<file path="src/rtl/serial_transmitter_pkg.sv">
// serial_transmitter_pkg
//   Shared definitions for the two-wire (sda + sclk) load interface driver:
//   the CLOG2 helper macro, the transmitter state encoding and the default
//   word length derived from the DUT input count.
`ifndef SERIAL_TRANSMITTER_PKG_SV
`define SERIAL_TRANSMITTER_PKG_SV

`ifndef CLOG2
`define CLOG2(x) $clog2(x)
`endif

package serial_transmitter_pkg;

    typedef enum logic [1:0] {
        IDLE   = 2'd0,
        SETUP  = 2'd1,
        LOW    = 2'd2,
        FINISH = 2'd3
    } tx_state_t;

    // Number of inputs of the DUT configuration being loaded.
    localparam int unsigned NUM_INS = 8;

    // Word length: flip-bit index bytes plus two bytes of DUT input vector.
    function automatic int unsigned default_data_len(input int unsigned num_ins);
        return (int'(`CLOG2(num_ins)) / 8 + 1 + 2) * 8;
    endfunction

    localparam int unsigned DEFAULT_DATA_LEN = default_data_len(NUM_INS);

endpackage

`endif

</file>
<file path="src/rtl/sclk_tick_gen.sv">
// sclk_tick_gen
//   Half-period divider for the serial clock. tick asserts on the CLK_DIV-th
//   enabled cycle after clear, then the count restarts.
//   Ports:
//     clk    in   system clock
//     reset  in   asynchronous active-low reset
//     clear  in   synchronous restart of the count
//     en     in   count enable
//     tick   out  end of the current half-period (combinational)
module sclk_tick_gen #(
    parameter int unsigned CLK_DIV = 4
) (
    input  logic clk,
    input  logic reset,
    input  logic clear,
    input  logic en,
    output logic tick
);

    localparam int unsigned DIV_W = `CLOG2(CLK_DIV + 1);
    localparam logic [DIV_W-1:0] LAST = DIV_W'(CLK_DIV - 1);

    logic [DIV_W-1:0] div_q;

    assign tick = en && (div_q == LAST);

    always_ff @(posedge clk or negedge reset) begin
        if (!reset) begin
            div_q <= '0;
        end else if (clear) begin
            div_q <= '0;
        end else if (en) begin
            div_q <= tick ? '0 : div_q + 1'b1;
        end
    end

endmodule

</file>
<file path="src/rtl/serial_transmitter.sv">
// serial_transmitter
//   Host-side driver for the two-wire load interface. Shifts a DATA_LEN-bit
//   word out on sda MSB first; the remote register samples sda on each sclk
//   falling edge.
//   Ports:
//     clk      in   system clock
//     reset    in   asynchronous active-low reset
//     start    in   transfer request, sampled only in IDLE
//     data_in  in   word to send, captured when start is accepted
//     busy     out  transfer in progress
//     done     out  one-cycle pulse after a transfer completes
//     sda      out  serial data (registered)
//     sclk     out  serial clock (registered, idles high)
module serial_transmitter
    import serial_transmitter_pkg::*;
#(
    parameter int unsigned DATA_LEN = DEFAULT_DATA_LEN,
    parameter int unsigned CLK_DIV  = 4
) (
    input  logic                clk,
    input  logic                reset,
    input  logic                start,
    input  logic [DATA_LEN-1:0] data_in,
    output logic                busy,
    output logic                done,
    output logic                sda,
    output logic                sclk
);

    localparam int unsigned BIT_W = `CLOG2(DATA_LEN + 1);
    localparam logic [BIT_W-1:0] LAST_BIT = BIT_W'(DATA_LEN - 1);

    tx_state_t           state;
    tx_state_t           state_next;
    logic [DATA_LEN-1:0] shift_q;
    logic [BIT_W-1:0]    bit_cnt;
    logic                tick;
    logic                in_xfer;

    assign in_xfer = (state == SETUP) || (state == LOW);

    sclk_tick_gen #(
        .CLK_DIV (CLK_DIV)
    ) u_tick (
        .clk   (clk),
        .reset (reset),
        .clear (state == IDLE),
        .en    (in_xfer),
        .tick  (tick)
    );

    always_ff @(posedge clk or negedge reset) begin
        if (!reset) begin
            state <= IDLE;
        end else begin
            state <= state_next;
        end
    end

    always_comb begin
        state_next = state;
        case (state)
            IDLE:    if (start) state_next = SETUP;
            SETUP:   if (tick)  state_next = LOW;
            LOW:     if (tick)  state_next = (bit_cnt != '0) ? SETUP : FINISH;
            FINISH:  state_next = IDLE;
            default: state_next = IDLE;
        endcase
    end

    always_ff @(posedge clk or negedge reset) begin
        if (!reset) begin
            shift_q <= '0;
            bit_cnt <= '0;
        end else if (state == IDLE && start) begin
            shift_q <= data_in;
            bit_cnt <= LAST_BIT;
        end else if (state == LOW && tick && bit_cnt != '0) begin
            shift_q <= shift_q << 1;
            bit_cnt <= bit_cnt - 1'b1;
        end
    end

    // Pins are registered decodes of the current state, so every pin trails
    // the state register by one cycle; sda and sclk therefore always change
    // on the same edge and sda only moves while sclk goes/stays high.
    always_ff @(posedge clk or negedge reset) begin
        if (!reset) begin
            busy <= '0;
            done <= '0;
            sda  <= '0;
            sclk <= '1;
        end else begin
            busy <= in_xfer;
            done <= (state == FINISH);
            sda  <= in_xfer && shift_q[DATA_LEN-1];
            sclk <= (state != LOW);
        end
    end

endmodule

</file>
<file path="config.mk">
export PLATFORM = sky130hd
export DESIGN_NAME = serial_transmitter
export DESIGN_NICKNAME = d
export VERILOG_FILES = /design/src/rtl/serial_transmitter_pkg.sv /design/src/rtl/sclk_tick_gen.sv /design/src/rtl/serial_transmitter.sv
export SDC_FILE = /design/constraint.sdc
export NUM_CORES = 1
export LEC_CHECK = 0
export ABC_AREA = 1
export BUFFER_PORTS_ARGS = -buffer_cell sky130_fd_sc_hd__buf_4
export CORE_MARGIN = 2
export CORE_UTILIZATION = 61
export DETAILED_ROUTE_END_ITERATION = 8
export HOLD_SLACK_MARGIN = 0.15
export PLACE_DENSITY_LB_ADDON = 0.3
export SLEW_MARGIN = 5
export SYNTH_ARGS = -nofsm -noshare
export SYNTH_HDL_FRONTEND = slang
export SYNTH_HIERARCHICAL = 1
export SYNTH_SLANG_ARGS = --single-unit
export TNS_END_PERCENT = 20
</file>
<file path="constraint.sdc">
create_clock -name clk -period 3.35 [get_ports clk]
set_input_delay 0.335 -clock clk [delete_from_list [all_inputs] [get_ports clk]]
set_output_delay 0.335 -clock clk [all_outputs]
set_load 0.005 [all_outputs]
</file>
Word level (Yosys, flattened, before mapping)
Index checks and enable logic that the tools add are counted.
{"block": "word_totals", "regBits": 38, "inputBits": 27, "out_inout_bits": 4, "elab_cells": 41}
{"block": "op_classes", "n_addsub": 2, "eq_ne": 8, "muxes": 12, "n_reduce_logical": 11}
{"op": "two-way mux 24 bit", "n": 2}
{"op": "two-way mux 5 bit", "n": 2}
{"op": "two-way mux 3 bit", "n": 3}
{"op": "two-way mux 2 bit", "n": 4}
{"op": "!= test 2 bit, second input constant", "n": 4}
{"op": "one-hot mux 2 bit (4 select lines)", "n": 1}
{"op": "logical AND 1 bit", "n": 5}
{"op": "nonzero test 5 bit", "n": 1}
{"op": "subtractor 5 x 1 -> 5 bit, second input constant", "n": 1}
{"op": "equality test 2 bit, second input constant", "n": 2}
{"op": "nonzero test 2 bit", "n": 2}
{"op": "adder 3 x 1 -> 3 bit, second input constant", "n": 1}
{"op": "equality test 3 x 2 -> 1 bit, second input constant", "n": 1}
{"op": "AND reduction 3 bit", "n": 1}
{"op": "equality test 2 x 1 -> 1 bit, second input constant", "n": 1}
{"op": "logical NOT 2 bit", "n": 1}
{"op": "logical OR 1 bit", "n": 1}

Longest topological paths before layout
{"block": "depth", "ltp_word": 7, "mapped_depth": 11, "ltp_nobuf": 10}

Modules after synthesis
The synthesis kept the hierarchy.
{"module": "serial_transmitter", "instances": 1, "cells_per_inst": 251, "area_each_um2": 1949.4, "seq_area_each_um2": 877.1}
{"module": "sclk_tick_gen", "instances": 1, "cells_per_inst": 21, "area_each_um2": 153.9, "seq_area_each_um2": 75.1}

Least setup slack after synthesis
Ideal clock, no wire load.
{"block": "synth_timing", "kind": "reg2reg", "startpoint": "reg state[0]", "endpoint": "reg shift_q[10]", "setup_time_ns": 0.116, "arrival_time_ns": 1.555, "required_time_ns": 3.234, "path_slack_ns": 1.678, "path_stages_with_launch": 12, "path_buffers": 2, "period_less_slack_ns": 1.672, "path_cell_list": "dfrtp_1 > inv_1 > ha_1 > nand3_1 > inv_1 > nand2_1 > inv_2 > nand2_4 > buf_6 > buf_12 > nand3_2 > nand2_1"}
{"block": "synth_via", "elab_chain_len": 6, "word_cells_on_any_way": 10, "classes_between": "eq/ne: 2; mux: 1; reduce/logical: 7"}
{"element": "from (decl)", "line": "serial_transmitter.sv:33", "source": "tx_state_t state;"}
{"element": "from (signal assigned)", "line": "serial_transmitter.sv:56", "source": "state <= state_next;"}
{"element": "equality test 2 x 1 -> 1 bit / equality test 2 bit (equally long branches)", "line": "serial_transmitter.sv:40", "source": "assign in_xfer = (state == SETUP) || (state == LOW);"}
{"element": "logical OR 1 bit (*)", "line": "serial_transmitter.sv:40"}
{"element": "via in_xfer", "line": "serial_transmitter.sv:38", "source": "logic in_xfer;"}
{"element": "logical AND 1 bit (*)", "line": "sclk_tick_gen.sv:25", "source": "assign tick = en && (div_q == LAST);"}
{"element": "via tick", "line": "serial_transmitter.sv:37", "source": "logic tick;"}
{"element": "logical AND 1 bit (*) (2 in series)", "line": "serial_transmitter.sv:78", "source": "end else if (state == LOW && tick && bit_cnt != '0) begin"}
{"element": "nonzero test 2 bit (no line) (*)"}
{"element": "to (signal assigned)", "line": "serial_transmitter.sv:76", "source": "shift_q <= data_in;"}
{"element": "to (signal assigned)", "line": "serial_transmitter.sv:79", "source": "shift_q <= shift_q << 1;"}
{"element": "to (decl)", "line": "serial_transmitter.sv:35", "source": "logic [DATA_LEN-1:0] shift_q;"}
Mark *: on every way through the listed nets, which the timed path passes. The rest lies on a longest branch.
A chain may end at the register's enable or synchronous reset.

Worst setup path after layout
{"block": "layout_timing", "startpoint": "reg state[0]", "endpoint": "reg shift_q[22]"}
The elaborated chain is that of the path after synthesis.

==> metrics.md <==
| Metric | Value |
|---|---|
| Final hold violation count | 0 |
| GPL Wtd Cong | 0.7976 |
| FF-to-FF setup slack | 1.13 ns |
| Fmax | 449.9 MHz |
| R2R depth | 10 |
| Ys flop type | dfrtp_1 |
| Hold/Removal Path Class | input pin to flip-flop |
| PwrDens | 316.5 nW/µm² |
| Worst EP required | 3.61 ns |
| Share of cells above drive strength 1 | 19.19% |
| Worst clock skew | 0.01694 ns |
| Vias/cell | 5.082 |
| Worst setup margin | 1.127 ns |
| Sw frac | 22.77% |
| CP Cell Sequence | inv_1 -> ha_1 -> nand3_1 -> inv_1 -> nand2_1 -> inv_2 -> nand2_4 -> nand2_2 -> nand2_1 -> nand2_1 |
| Critical path class | flip-flop to flip-flop |
| Sum Neg Setup Slack | 0 ns |
| Initial antenna violation count | 0 |
| RSZ-0062 raised after global routing | no |
| WL final | 3924 µm |
| Post-DP Area | 2297 µm² |
| Drt first pass iters | 4 |
| Synth area leaders | dfrtp_1 (44%), nand2_1 (21%), nand3_1 (12%) |
| Count of different cell masters after synthesis | 21 |
| Num CTS Buffers | 5 |
| Critical Path Sink | shift_q[22] |
| N_diodes | 0 |
| Seq cells post-synth | 38 |
| Fin area | 2371 µm² |
| Most used cell along the critical path | nand2_1 |
| Share of synthesized registers carrying an async set or reset | 100.0% |
| Clock network power share | 33.9% |
| Synth area leader | dfrtp_1 |
| First-pass GRT wire length | 7058 µm |
| PortBufs | 30 |
| Clk_lat worst skew | 0.35 ns |
| Detailed Route Iter0 Violations | 114 |
| Maximum VDD drop | 0.2103 mV |
| Overflow after GRT | 0 |
| Yosys top cell area share | 44.02% |
| Post-synth top cells | nand2_1 (120), nand3_1 (49), dfrtp_1 (37), inv_1 (12), nor2_1 (11) |
| CTS Sinks | 38 |
| Fin crit share | 66.35% |
| Vias in the first global route | 1679 |
| Die Width | 62.72 µm |
| Register area | 952.2 µm² |
| Post-route insts no fill | 343 |
| # setup viols final | 0 |
| P&R area growth vs syn | 12.73% |
| Worst-path clk slew | 0.13 ns |
| Worst-path maximum fanout | 30 |
| Htree depth | 2 |
| GRT Total Usage | 22.59% |
| Ports | 31 |
| Hpwl dp | 2597 µm |
| Final Max Slew Viols | 0 |
| Largest net degree at the start of global routing | 39 |
| Crit path largest cell delay | 0.44 ns |
| Reg2Reg Capture Point | shift_q[22] |
| Initial core utilization | 63.03% |
| Pint | 579.6 µW |
| Placed Instances | 334 |
| Logic pwr share | 5.0% |
| Worst Tran Pin Value | 0.5370 ns |
| Count leader, synth | nand2_1 |
| Leakage | 1.370 nW |
| Worst reg2reg startpoint | state[0] |
| DR WL/cell | 11.44 µm |
| Post-synth EDFFs | 0 |
| Max Cap Viol | 0 |
| WP buf/inv | 3 |
| CP top delay family | simple AND/OR/NAND/NOR gates |
| Syn avg cell area | 7.733 µm² |
| Pre-CTS setup slack | 1.107 ns |
| CTS tree | done |
| Row count | 21 |
| Post-route DRC violation count | 0 |
| CP Depth | 10 |
| Post-Syn Instances | 272 |
| # nets final | 330 |
| Minimum clock period | 2.223 ns |
| Die Area | 3934 µm² |
| Post-synthesis cell area | 2103 µm² |
| Filler cells | 275 |
| Antenna Nets Post-Route | 0 |
| Die Y | 62.72 µm |
| WP data arrival | 2.48 ns |
| Maximum buffer depth of the clock tree | 2 |
| CTS root buffer | clkbuf_4 |
| Synthesis Warnings | 6 |
| Net Count, Synth | 306 |
| Kind of start point of the critical path | flip-flop |
| Psw | 170.8 µW |
| Status | finished, final reports clean |
| Rel. slew slack | 64.07% |
| CP startpoint | state[0] |
| Sequential-to-total area share from yosys stat | 45.27% |
| Element type at the critical path end | flip-flop |
| Area of the core | 3337 µm² |
| Power share of the sequential group | 61.1% |
| CP max stage cell | dfrtp_1 |
| Multi-input combinational cell area | 998.5 µm² |
| Vias | 1743 |
[cell usage in the layout (no fill, tap or decap), types with 2 or more instances in the layout]
master	count
nand2_1	120
nand2_2	2
inv_1	12
nor2_1	11
dfrtp_1	37
clkbuf_4	5
buf_4	32
nand3_2	10
nand3_1	49
ha_1	7
[how the worst min path moves through the flow]
stage                           from          to  slack [ns]  cells past startpoint
after floorplan                reset  bit_cnt[0]        0.04                      0
after detailed placement       reset    state[1]        0.33                      1
after CTS                 data_in[0]  shift_q[0]        0.20                      3
after global routing      data_in[0]  shift_q[0]        0.20                      3
final                     data_in[0]  shift_q[0]        0.20                      3
after global placement         reset        done        0.33                      1
[routing by layer]
metal  track usage, %  share of wire, %  up-vias
met3            6.126               3.8        6
met1            30.05                49      795
met4            7.500               1.4        0
met2            36.02                46       36
li1                 -                 -      906
met5                0                 0        -
[per-stage QoR]
stage	utilization, %	power [mW]	hold WS (ns)
floorplan	-	0.4723	0.03941
global placement	68.84	0.5040	0.3285
detailed placement	68.84	0.5044	0.3274
CTS	71.05	0.7589	0.1968
global route	71.05	0.7840	0.2010
finish	71.05	0.7505	0.2028
[what timing repair did]
item | CTS | global route
buffers inserted | 0 | 0
setup endpoints to repair | 0 | 0
hold endpoints to repair | 37 | 0
hold buffers | 1 | 0
gates resized for setup | 0 | 0
[state kept, by name (all words and copies together) (netlist names)]
signal / count
busy: 1
u_tick/div_q: 3
state: 2
bit_cnt: 5
sclk: 1
sda: 1
done: 1
shift_q: 24
[power by group through the flow]
stage | Combinational, mW | Sequential, mW | Clock [mW]
after floorplan | 0.00480 | 0.468 | 0
after global placement | 0.0366 | 0.467 | 0
after detailed placement | 0.0370 | 0.467 | 0
after CTS | 0.0380 | 0.459 | 0.262
after global routing | 0.0418 | 0.459 | 0.283
final | 0.0375 | 0.459 | 0.254
[logic make-up after synthesis]
family,synth area share [%]
adders and majority gates,4.164
xor gates and xnor gates,0.4165
and+or+nand+nor,42.30
buffers and inverters,7.257
DFF,45.27
AOI/OAI and AO/OA,0.5948
[worst register-to-register path, delay by kind of cell (launching register included)]
kind	cells	cell delay, ns
AND/OR/NAND/NOR	6	1.11
buffers and inverters	3	0.22
flip-flops	1	0.44
adder cells (fa/ha/maj)	1	0.38
[final cells by class]
| class | count | area share (%) |
|---|---|---|
| inverter | 13 | 2.058 |
| clock buffer | 6 | 2.164 |
| timing repair buffer | 33 | 10.55 |
| tap | 46 | 2.427 |
| sequential | 38 | 40.16 |
| multi-input combinational | 205 | 42.11 |
| clock inverter | 2 | 0.5277 |
Power figures use the tool's default switching activity.
